==> config.mk <==
export PLATFORM = sky130hd
export DESIGN_NAME = llc_set_loader
export DESIGN_NICKNAME = d
export VERILOG_FILES = /design/src/rtl/llc_set_loader_pkg.sv /design/src/rtl/llc_set_buf_regs.sv /design/src/rtl/llc_set_loader.sv
export SDC_FILE = /design/constraint.sdc
export NUM_CORES = 1
export LEC_CHECK = 0
export ABC_AREA = 1
export CAP_MARGIN = 20
export CORE_UTILIZATION = 34
export CTS_BUF_LIST = sky130_fd_sc_hd__clkbuf_16
export DETAILED_ROUTE_END_ITERATION = 8
export GPL_TIMING_DRIVEN = 0
export HOLD_SLACK_MARGIN = 0.1
export PLACE_DENSITY = 0.75
export SLEW_MARGIN = 20
export SYNTH_ARGS = -nofsm -noshare
export SYNTH_HDL_FRONTEND = slang
export SYNTH_SLANG_ARGS = --single-unit
export TNS_END_PERCENT = 1
==> constraint.sdc <==
create_clock -name clk -period 1.3 [get_ports clk]
set_input_delay 0.26 -clock clk [delete_from_list [all_inputs] [get_ports clk]]
set_output_delay 0.26 -clock clk [all_outputs]
set_load 0.05 [all_outputs]
==> src/rtl/llc_set_loader_pkg.sv <==
// Shared LLC types for the set loader and the lookup stage it feeds.
// Holds set/tag/state/way types, cache constants and the lookup FIFO packet.
package llc_set_loader_pkg;

  localparam int LLC_WAYS       = 4;
  localparam int LLC_WAY_BITS   = 2;
  localparam int LLC_SET_BITS   = 8;
  localparam int LLC_TAG_BITS   = 12;
  localparam int LLC_STATE_BITS = 3;

  typedef logic [LLC_SET_BITS-1:0] llc_set_t;
  typedef logic [LLC_TAG_BITS-1:0] llc_tag_t;
  typedef logic [LLC_WAY_BITS-1:0] llc_way_t;

  typedef enum logic [LLC_STATE_BITS-1:0] {
    INVALID   = 3'd0,
    VALID     = 3'd1,
    SHARED    = 3'd2,
    EXCLUSIVE = 3'd3,
    MODIFIED  = 3'd4
  } llc_state_t;

  typedef llc_tag_t   [LLC_WAYS-1:0] llc_tag_arr_t;
  typedef llc_state_t [LLC_WAYS-1:0] llc_state_arr_t;

  typedef struct packed {
    llc_tag_t tag_input;
    llc_set_t set;
  } fifo_mem_lookup_packet;

  localparam llc_state_arr_t STATES_RST =
    llc_state_arr_t'('0);

  function automatic fifo_mem_lookup_packet
    mk_pkt(input llc_tag_t tag, input llc_set_t set);
    fifo_mem_lookup_packet p;
    p.tag_input = tag;
    p.set       = set;
    return p;
  endfunction

endpackage

==> src/rtl/llc_set_buf_regs.sv <==
// Capture/hold register bank for one LLC set snapshot.
// Sync clear dominates load; otherwise contents are held.
module llc_set_buf_regs
  import llc_set_loader_pkg::*;
(
  input  logic           clk,
  input  logic           clr,
  input  logic           ld,
  input  llc_tag_arr_t   tags_i,
  input  llc_state_arr_t states_i,
  input  llc_way_t       evict_i,
  output llc_tag_arr_t   tags_o,
  output llc_state_arr_t states_o,
  output llc_way_t       evict_o
);

  llc_tag_arr_t   tags_d, tags_q;
  llc_state_arr_t states_d, states_q;
  llc_way_t       evict_d, evict_q;

  always_comb begin
    tags_d   = tags_q;
    states_d = states_q;
    evict_d  = evict_q;
    if (clr) begin
      tags_d   = '0;
      states_d = STATES_RST;
      evict_d  = '0;
    end else if (ld) begin
      tags_d   = tags_i;
      states_d = states_i;
      evict_d  = evict_i;
    end
  end

  always_ff @(posedge clk) begin
    tags_q   <= tags_d;
    states_q <= states_d;
    evict_q  <= evict_d;
  end

  assign tags_o   = tags_q;
  assign states_o = states_q;
  assign evict_o  = evict_q;

endmodule

==> src/rtl/llc_set_loader.sv <==
// LLC set loader: reads one set from tag/state SRAMs, snapshots it, feeds lookup.
// Optional same-set read skipping is enabled by defining LLC_SET_REUSE_EN.
module llc_set_loader
  import llc_set_loader_pkg::*;
#(
  parameter int RD_LAT = 1
) (
  input  logic                  clk,
  input  logic                  rst,
  input  logic                  req_valid,
  output logic                  req_ready,
  input  llc_set_t              req_set,
  input  llc_tag_t              req_tag,
  output logic                  rd_en,
  output llc_set_t              rd_set,
  input  llc_tag_arr_t          rd_tags,
  input  llc_state_arr_t        rd_states,
  input  llc_way_t              rd_evict_way,
  output llc_tag_arr_t          tags_buf,
  output llc_state_arr_t        states_buf,
  output llc_way_t              evict_way_buf,
  input  logic                  fifo_full_lookup,
  output logic                  fifo_push_lookup,
  output fifo_mem_lookup_packet fifo_lookup_in,
  input  logic                  buf_release,
  input  logic                  set_wr,
  input  llc_set_t              set_wr_set
);

  localparam logic [1:0] S_IDLE = 2'd0;
  localparam logic [1:0] S_WAIT = 2'd1;
  localparam logic [1:0] S_PUSH = 2'd2;
  localparam logic [1:0] S_HOLD = 2'd3;

  localparam logic [1:0] CNT_INIT = 2'(RD_LAT - 1);

  logic [1:0] state_d, state_q;
  logic [1:0] cnt_d, cnt_q;
  fifo_mem_lookup_packet pkt_d, pkt_q;
  logic buf_ld;
  logic hit;

`ifdef LLC_SET_REUSE_EN
  logic     reuse_vld_d, reuse_vld_q;
  logic     wr_seen_d, wr_seen_q;
  logic     set_wr_hit;
  llc_set_t cur_set;

  assign cur_set    = pkt_q.set;
  assign set_wr_hit = set_wr && (set_wr_set == cur_set);
  // a colliding write on the same cycle forces a real read
  assign hit = req_valid && reuse_vld_q &&
               !set_wr_hit && (req_set == cur_set);

  always_comb begin
    reuse_vld_d = reuse_vld_q && !set_wr_hit;
    wr_seen_d   = wr_seen_q || set_wr_hit;
    if (state_q == S_IDLE && req_valid) begin
      reuse_vld_d = 1'b0;
      wr_seen_d   = 1'b0;
    end
    if (state_q == S_HOLD && buf_release)
      reuse_vld_d = !(wr_seen_q || set_wr_hit);
    if (!rst) begin
      reuse_vld_d = 1'b0;
      wr_seen_d   = 1'b0;
    end
  end

  always_ff @(posedge clk) begin
    reuse_vld_q <= reuse_vld_d;
    wr_seen_q   <= wr_seen_d;
  end
`else
  logic unused_set_wr;
  assign unused_set_wr = ^{set_wr, set_wr_set};
  assign hit = 1'b0;
`endif

  always_comb begin
    state_d          = state_q;
    cnt_d            = cnt_q;
    pkt_d            = pkt_q;
    buf_ld           = 1'b0;
    req_ready        = 1'b0;
    rd_en            = 1'b0;
    rd_set           = '0;
    fifo_push_lookup = 1'b0;
    unique case (state_q)
      S_IDLE: begin
        req_ready = 1'b1;
        if (req_valid) begin
          pkt_d = mk_pkt(req_tag, req_set);
          if (hit) begin
            state_d = S_PUSH;
          end else begin
            rd_en   = 1'b1;
            rd_set  = req_set;
            cnt_d   = CNT_INIT;
            state_d = S_WAIT;
          end
        end
      end
      S_WAIT: begin
        if (cnt_q == 2'd0) begin
          buf_ld  = 1'b1;
          state_d = S_PUSH;
        end else begin
          cnt_d = cnt_q - 2'd1;
        end
      end
      S_PUSH: begin
        fifo_push_lookup = !fifo_full_lookup;
        if (!fifo_full_lookup) state_d = S_HOLD;
      end
      S_HOLD: begin
        if (buf_release) state_d = S_IDLE;
      end
      default: state_d = S_IDLE;
    endcase
    // reset drops any in-flight read and silences all outputs
    if (!rst) begin
      state_d          = S_IDLE;
      cnt_d            = '0;
      pkt_d            = '0;
      buf_ld           = 1'b0;
      req_ready        = 1'b0;
      rd_en            = 1'b0;
      rd_set           = '0;
      fifo_push_lookup = 1'b0;
    end
  end

  always_ff @(posedge clk) begin
    state_q <= state_d;
    cnt_q   <= cnt_d;
    pkt_q   <= pkt_d;
  end

  assign fifo_lookup_in = pkt_q;

  llc_set_buf_regs u_buf (
    .clk      (clk),
    .clr      (!rst),
    .ld       (buf_ld),
    .tags_i   (rd_tags),
    .states_i (rd_states),
    .evict_i  (rd_evict_way),
    .tags_o   (tags_buf),
    .states_o (states_buf),
    .evict_o  (evict_way_buf)
  );

endmodule

# Yosys cells after proc, flatten, opt, wreduce, memory -nomap -nowiden
# Index checks and enable logic that the tools add are counted.
# W data, S select, Z words.
[word_totals]
ff_bits = 86
elab_cells = 50
inputBits = 96
[classes]
eq_ne = 8
add_sub_neg = 1
muxes = 21
reduce_logical = 7
[op_table]
columns = ["operator", "n"]
rows = [
  ["$mux W8", 3],
  ["$mux W2", 6],
  ["$mux W1", 10],
  ["$ne A2 B2 Y1 const B", 5],
  ["$pmux W2 S4", 1],
  ["$eq A2 B2 Y1 const B", 2],
  ["$logic_not A2 Y1", 2],
  ["$pmux W2 S2", 1],
  ["$reduce_and A4 Y1", 1],
  ["$reduce_and A3 Y1", 1],
  ["$eq A2 B1 Y1 const B", 1],
  ["$reduce_and A2 Y1", 1],
  ["$reduce_bool A2 Y1", 1],
  ["$sub A2 B1 Y2 const B", 1],
  ["$logic_not A1 Y1", 1],
]

# Longest topological paths before layout
# Gate-level depths: netlist of run 1.
[depth]
depth_word = 4
mapped_depth = 9
ltp_nobuf = 9

# By module
# Synthesis of run 1 repeated with hierarchy kept, for this count alone.
[hier_totals]
hier_cells = 547
hier_area_um2 = 3642.2
[modules_own_cells]
columns = ["mod", "n_inst", "seq_area_each_um2", "cells_per_inst", "area_per_inst_um2"]
rows = [
  ["llc_set_buf_regs", 1, 1241.2, 393, 2546.2],
  ["llc_set_loader", 1, 480.5, 154, 1096.1],
]

# Least setup slack after synthesis of run 1
# Ideal clock, no wire load.
[synth_path]
path_kind = "flip-flop to output port"
from = "register state_q[0]"
to = "output rd_set[0]"
n_path_buf = 1
path_slack_ns = -0.646
t_arrival_ns = 1.686
stages_incl_launch_ff = 8
path_cell_list = "dfxtp_1 -> inv_1 -> ha_1 -> nand2_1 -> inv_1 -> nand2_2 -> buf_6 -> nor2_1"
[synth_via]
elab_chain_len = 3
[synth_rtl]
columns = ["item", "line", "rtl"]
rows = [
  ["from (decl)", "llc_set_loader.sv:37", "logic [1:0] state_d, state_q;"],
  ["from (signal assigned)", "llc_set_loader.sv:135", "state_q <= state_d;"],
  ["$logic_not A2 Y1", "llc_set_loader.sv:89", "unique case (state_q)"],
  ["$mux W8", "llc_set_loader.sv:89", ""],
  ["$mux W8", "llc_set_loader.sv:122", "if (!rst) begin"],
  ["to (decl)", "llc_set_loader.sv:15", "output llc_set_t rd_set,"],
]
# Every way passes these cells.

# Worst setup path in the final report of run 1
[layout_path]
from = "register state_q[1]"
to = "output rd_set[0]"
# The elaborated chain is that of the path after synthesis.

==> impl_metrics.toml, run 1 <==
[routing]
detail_route.iter0.violations = 105
num_vias = 3386
wl_per_cell_um = 12.7
via_per_inst = 4.49
ant_nets = 0
routed_wl_um = 9540
first_pass_iters = 4
drc = 0

[place]
globalplace.congestion = 0.767
dp_hpwl_um = 7020
portBuffers = 178
pre_cts_ws_ps = -1070

[status]
violations = "setup timing"
status = "finished with violations"

[power_and_ir_drop]
switching_power_w = 0.00549
finalPower_w = 0.0118
clock_power_share_pct = 20.1
ir_worst_vdd_mv = 0.863
p_int_w = 0.00627
seq_power_share_pct = 31.2
leakage_nw = 2.70
p_comb_share_pct = 48.7
powerDensity_nw_per_um2 = 2200
switching_share_pct = 46.7

[worst_setup_path]
crit_start = "state_q[1]$_SDFFE_PN0P_"
crit_top_cell = "inv_4"
endpoint_kind = "primary output"
worst-path-max-fanout = 5
critPathRequiredTime_ps = 1040
regToRegStartpoint = "state_q[1]$_SDFFE_PN0P_"
cp_slowest_cell = "dfxtp_4"
critPathMaxStageDelay_ps = 350
ff2ff_path_depth = 10
arrival_ps = 1490
critPathKind = "register to primary output"
crit_chain = "inv_4 > ha_4 > nand2_4 > inv_4 > nand2_8 > buf_12 > nor2_4 > buf_8"
crit_path_start_kind = "register"

[run]
drv_cap = 0

[timing]
setup_viol = 52
fin_setup_tns_ps = -5120
fmax_mhz = 572
finalHoldViolations = 0
timing.hold.ws_ps = 418
rsz0062_at_grt = "true"
slew_violations = 0
fin_crit_ps = 1750
maxSlewHeadroom_pct = 71.1
fin_skew_ps = 9.25
setup_slack_ps = -449
period_share_pct = 135
worstMarginPinSlew_ps = 433

[cts]
clk_pin_slew_ps = 60
cts_tree = "done"
cts_sinks = 86
cts_buffer_depth = 2
cts.root.buffer_cell = "clkbuf_16"
clk_latency_ps = 330
h-tree-depth = 3
cts_buffers = 9

[final_layout]
diodes = 0
multi_input_area_sq_um = 1410
fillers = 846
fin_util_pct = 57.9
final_nets = 722
drive_above_1_share_pct = 26.2
area_growth_pct = 65.1
layout_commonest_cell = "nand2_1"
most-common-layout-cells = "140 x nand2_1, 85 x buf_2, 85 x clkdlybuf4s50_1, 84 x dfxtp_1, 70 x nand3_1"
seqCellArea_sq_um = 1730

[floorplan]
core_sq_um = 9240
io_pins = 189
start_util_pct = 35.1
die-area_sq_um = 9930
rows = 35
fp.dieH_um = 99.6
die_x_um = 99.6

[synthesis]
synth_seq_area_share_pct = 53.1
synthCells = 421
avgSynthCellArea_sq_um = 7.70
netlist.area_leader.share_pct = 53.1
mappedNetlistNets = 523
ys.warnings.count = 0
synthTopCellsByArea = "dfxtp_1 53%, nand2_1 17%, nand3_1 11%"
ys_types = 18
synth_seq_cells = 86
syn_area_sq_um = 3240
yosysTopAreaCell = "dfxtp_1"

[global_routing]
grt_pass1_vias = 3121
grt_start_max_net_pins = 16
grt_pass1_wl_um = 14800
gr-total-overflow = 0
antenna_found_initial = 0
grt_usage_pct = 18.9

[worst_hold_path]
min_from = "rst"
hold_depth = 5
min_path_type = "primary input to register"
==> synthesized netlist by cell type <==
master and instances:
inv_2 1, clkbuf_1 11, ha_1 6, buf_6 7
buf_1 2, a21oi_1 2, dfxtp_1 86, buf_4 3
nand3_1 71, o21ai_1 1, inv_1 22, buf_2 3
nand2_4 1, nand2_1 143, o21ai_0 19, nor2_8 1
nor2_1 41, nand2_2 1
==> kinds of logic (layout without fill, tap and decap cells) <==
| logic type | Yosys count | count (layout) | synth area share (%) |
|---|---|---|---|
| buffers and inverters | 49 | 253 | 7.76 |
| AO/OA/AOI/OAI | 22 | 22 | 3.40 |
| adder cells (fa/ha/maj) | 6 | 6 | 2.32 |
| flip-flops | 86 | 86 | 53.1 |
| AND/OR/NAND/NOR | 258 | 258 | 33.4 |
==> flip-flops by register name, summed over array words and instances, names as in the netlist <==
signal          flops
u_buf.evict_o       2
state_q             2
cnt_q               2
u_buf.tags_o       48
fifo_lookup_in     20
u_buf.states_o     12
==> worst max-delay path, delay by kind of cell, from the launching register on <==
kind,cells,cell delay [ps]
fa+ha+maj,1,150
simple gates,3,230
flops,1,350
buf+inv,4,440
==> path summary, 6_finish.rpt <==
check        slack (ps)                               to
max                -450                        rd_set[0]
min                 420  u_buf.states_o[10]$_SDFFE_PN0P_
max reg2reg        -120          state_q[0]$_SDFFE_PN0P_
min reg2reg         460    u_buf.tags_o[12]$_SDFFE_PN0P_
==> power by group through the flow <==
stage	registers, W	logic (W)	clock network, W
2_1_floorplan	0.00595	0.00166	0
3_3_place_gp	0.00372	0.00581	0
3_5_place_dp	0.00375	0.00590	0
4_1_cts	0.00368	0.00585	0.00242
5_1_grt	0.00376	0.00608	0.00255
6_report	0.00366	0.00573	0.00236
==> repair_timing <==
item | 4_1_cts | 5_1_grt
gates cloned | 1 | 0
setup buffers | 8 | 1
endpoints found under the setup margin | 174 | 120
resized for setup | 478 | 40
hold buffers | 0 | 0
pin swaps | 3 | 1
==> stage by stage <==
stage                     instances  area [sq um]
final                           754          5350
after global routing            754          5350
after CTS                       753          5470
after detailed placement        728          5290
after global placement          728          5290
after floorplan                 421          3340
==> metal layers <==
| layer | GRT usage [%] | part of all wire, % | routed length, um | up-vias |
|---|---|---|---|---|
| met5 | 0 | 0 | 0 | - |
| met4 | 5.54 | 1.1 | 102 | 0 |
| met3 | 5.97 | 5.8 | 558 | 9 |
| met2 | 33.5 | 50 | 4730 | 97 |
| met1 | 21.6 | 44 | 4150 | 1555 |
| li1 | - | - | - | 1725 |
==> area by class of cell <==
type / instances / share of cell area, %
flip-flops and latches: 86 / 32.3
well taps: 129 / 3.02
clock inverters: 7 / 0.912
plain buffers: 26 / 3.53
clock buffers: 9 / 4.21
inverters: 23 / 1.82
repair buffers: 188 / 27.9
multi-input cells: 286 / 26.3
(Power assumes the default switching activity.)
==> inputs of run 2 (changes only) <==
--- a/config.mk
+++ b/config.mk
@@ -6,12 +6,10 @@
 export NUM_CORES = 1
 export LEC_CHECK = 0
 export ABC_AREA = 1
-export CAP_MARGIN = 20
 export CORE_UTILIZATION = 34
 export CTS_BUF_LIST = sky130_fd_sc_hd__clkbuf_16
 export DETAILED_ROUTE_END_ITERATION = 8
 export GPL_TIMING_DRIVEN = 0
-export HOLD_SLACK_MARGIN = 0.1
 export PLACE_DENSITY = 0.75
 export SLEW_MARGIN = 20
 export SYNTH_ARGS = -nofsm -noshare
==> results of run 2 <==
Final layout, timing and power as in run 1 (identical DEF).
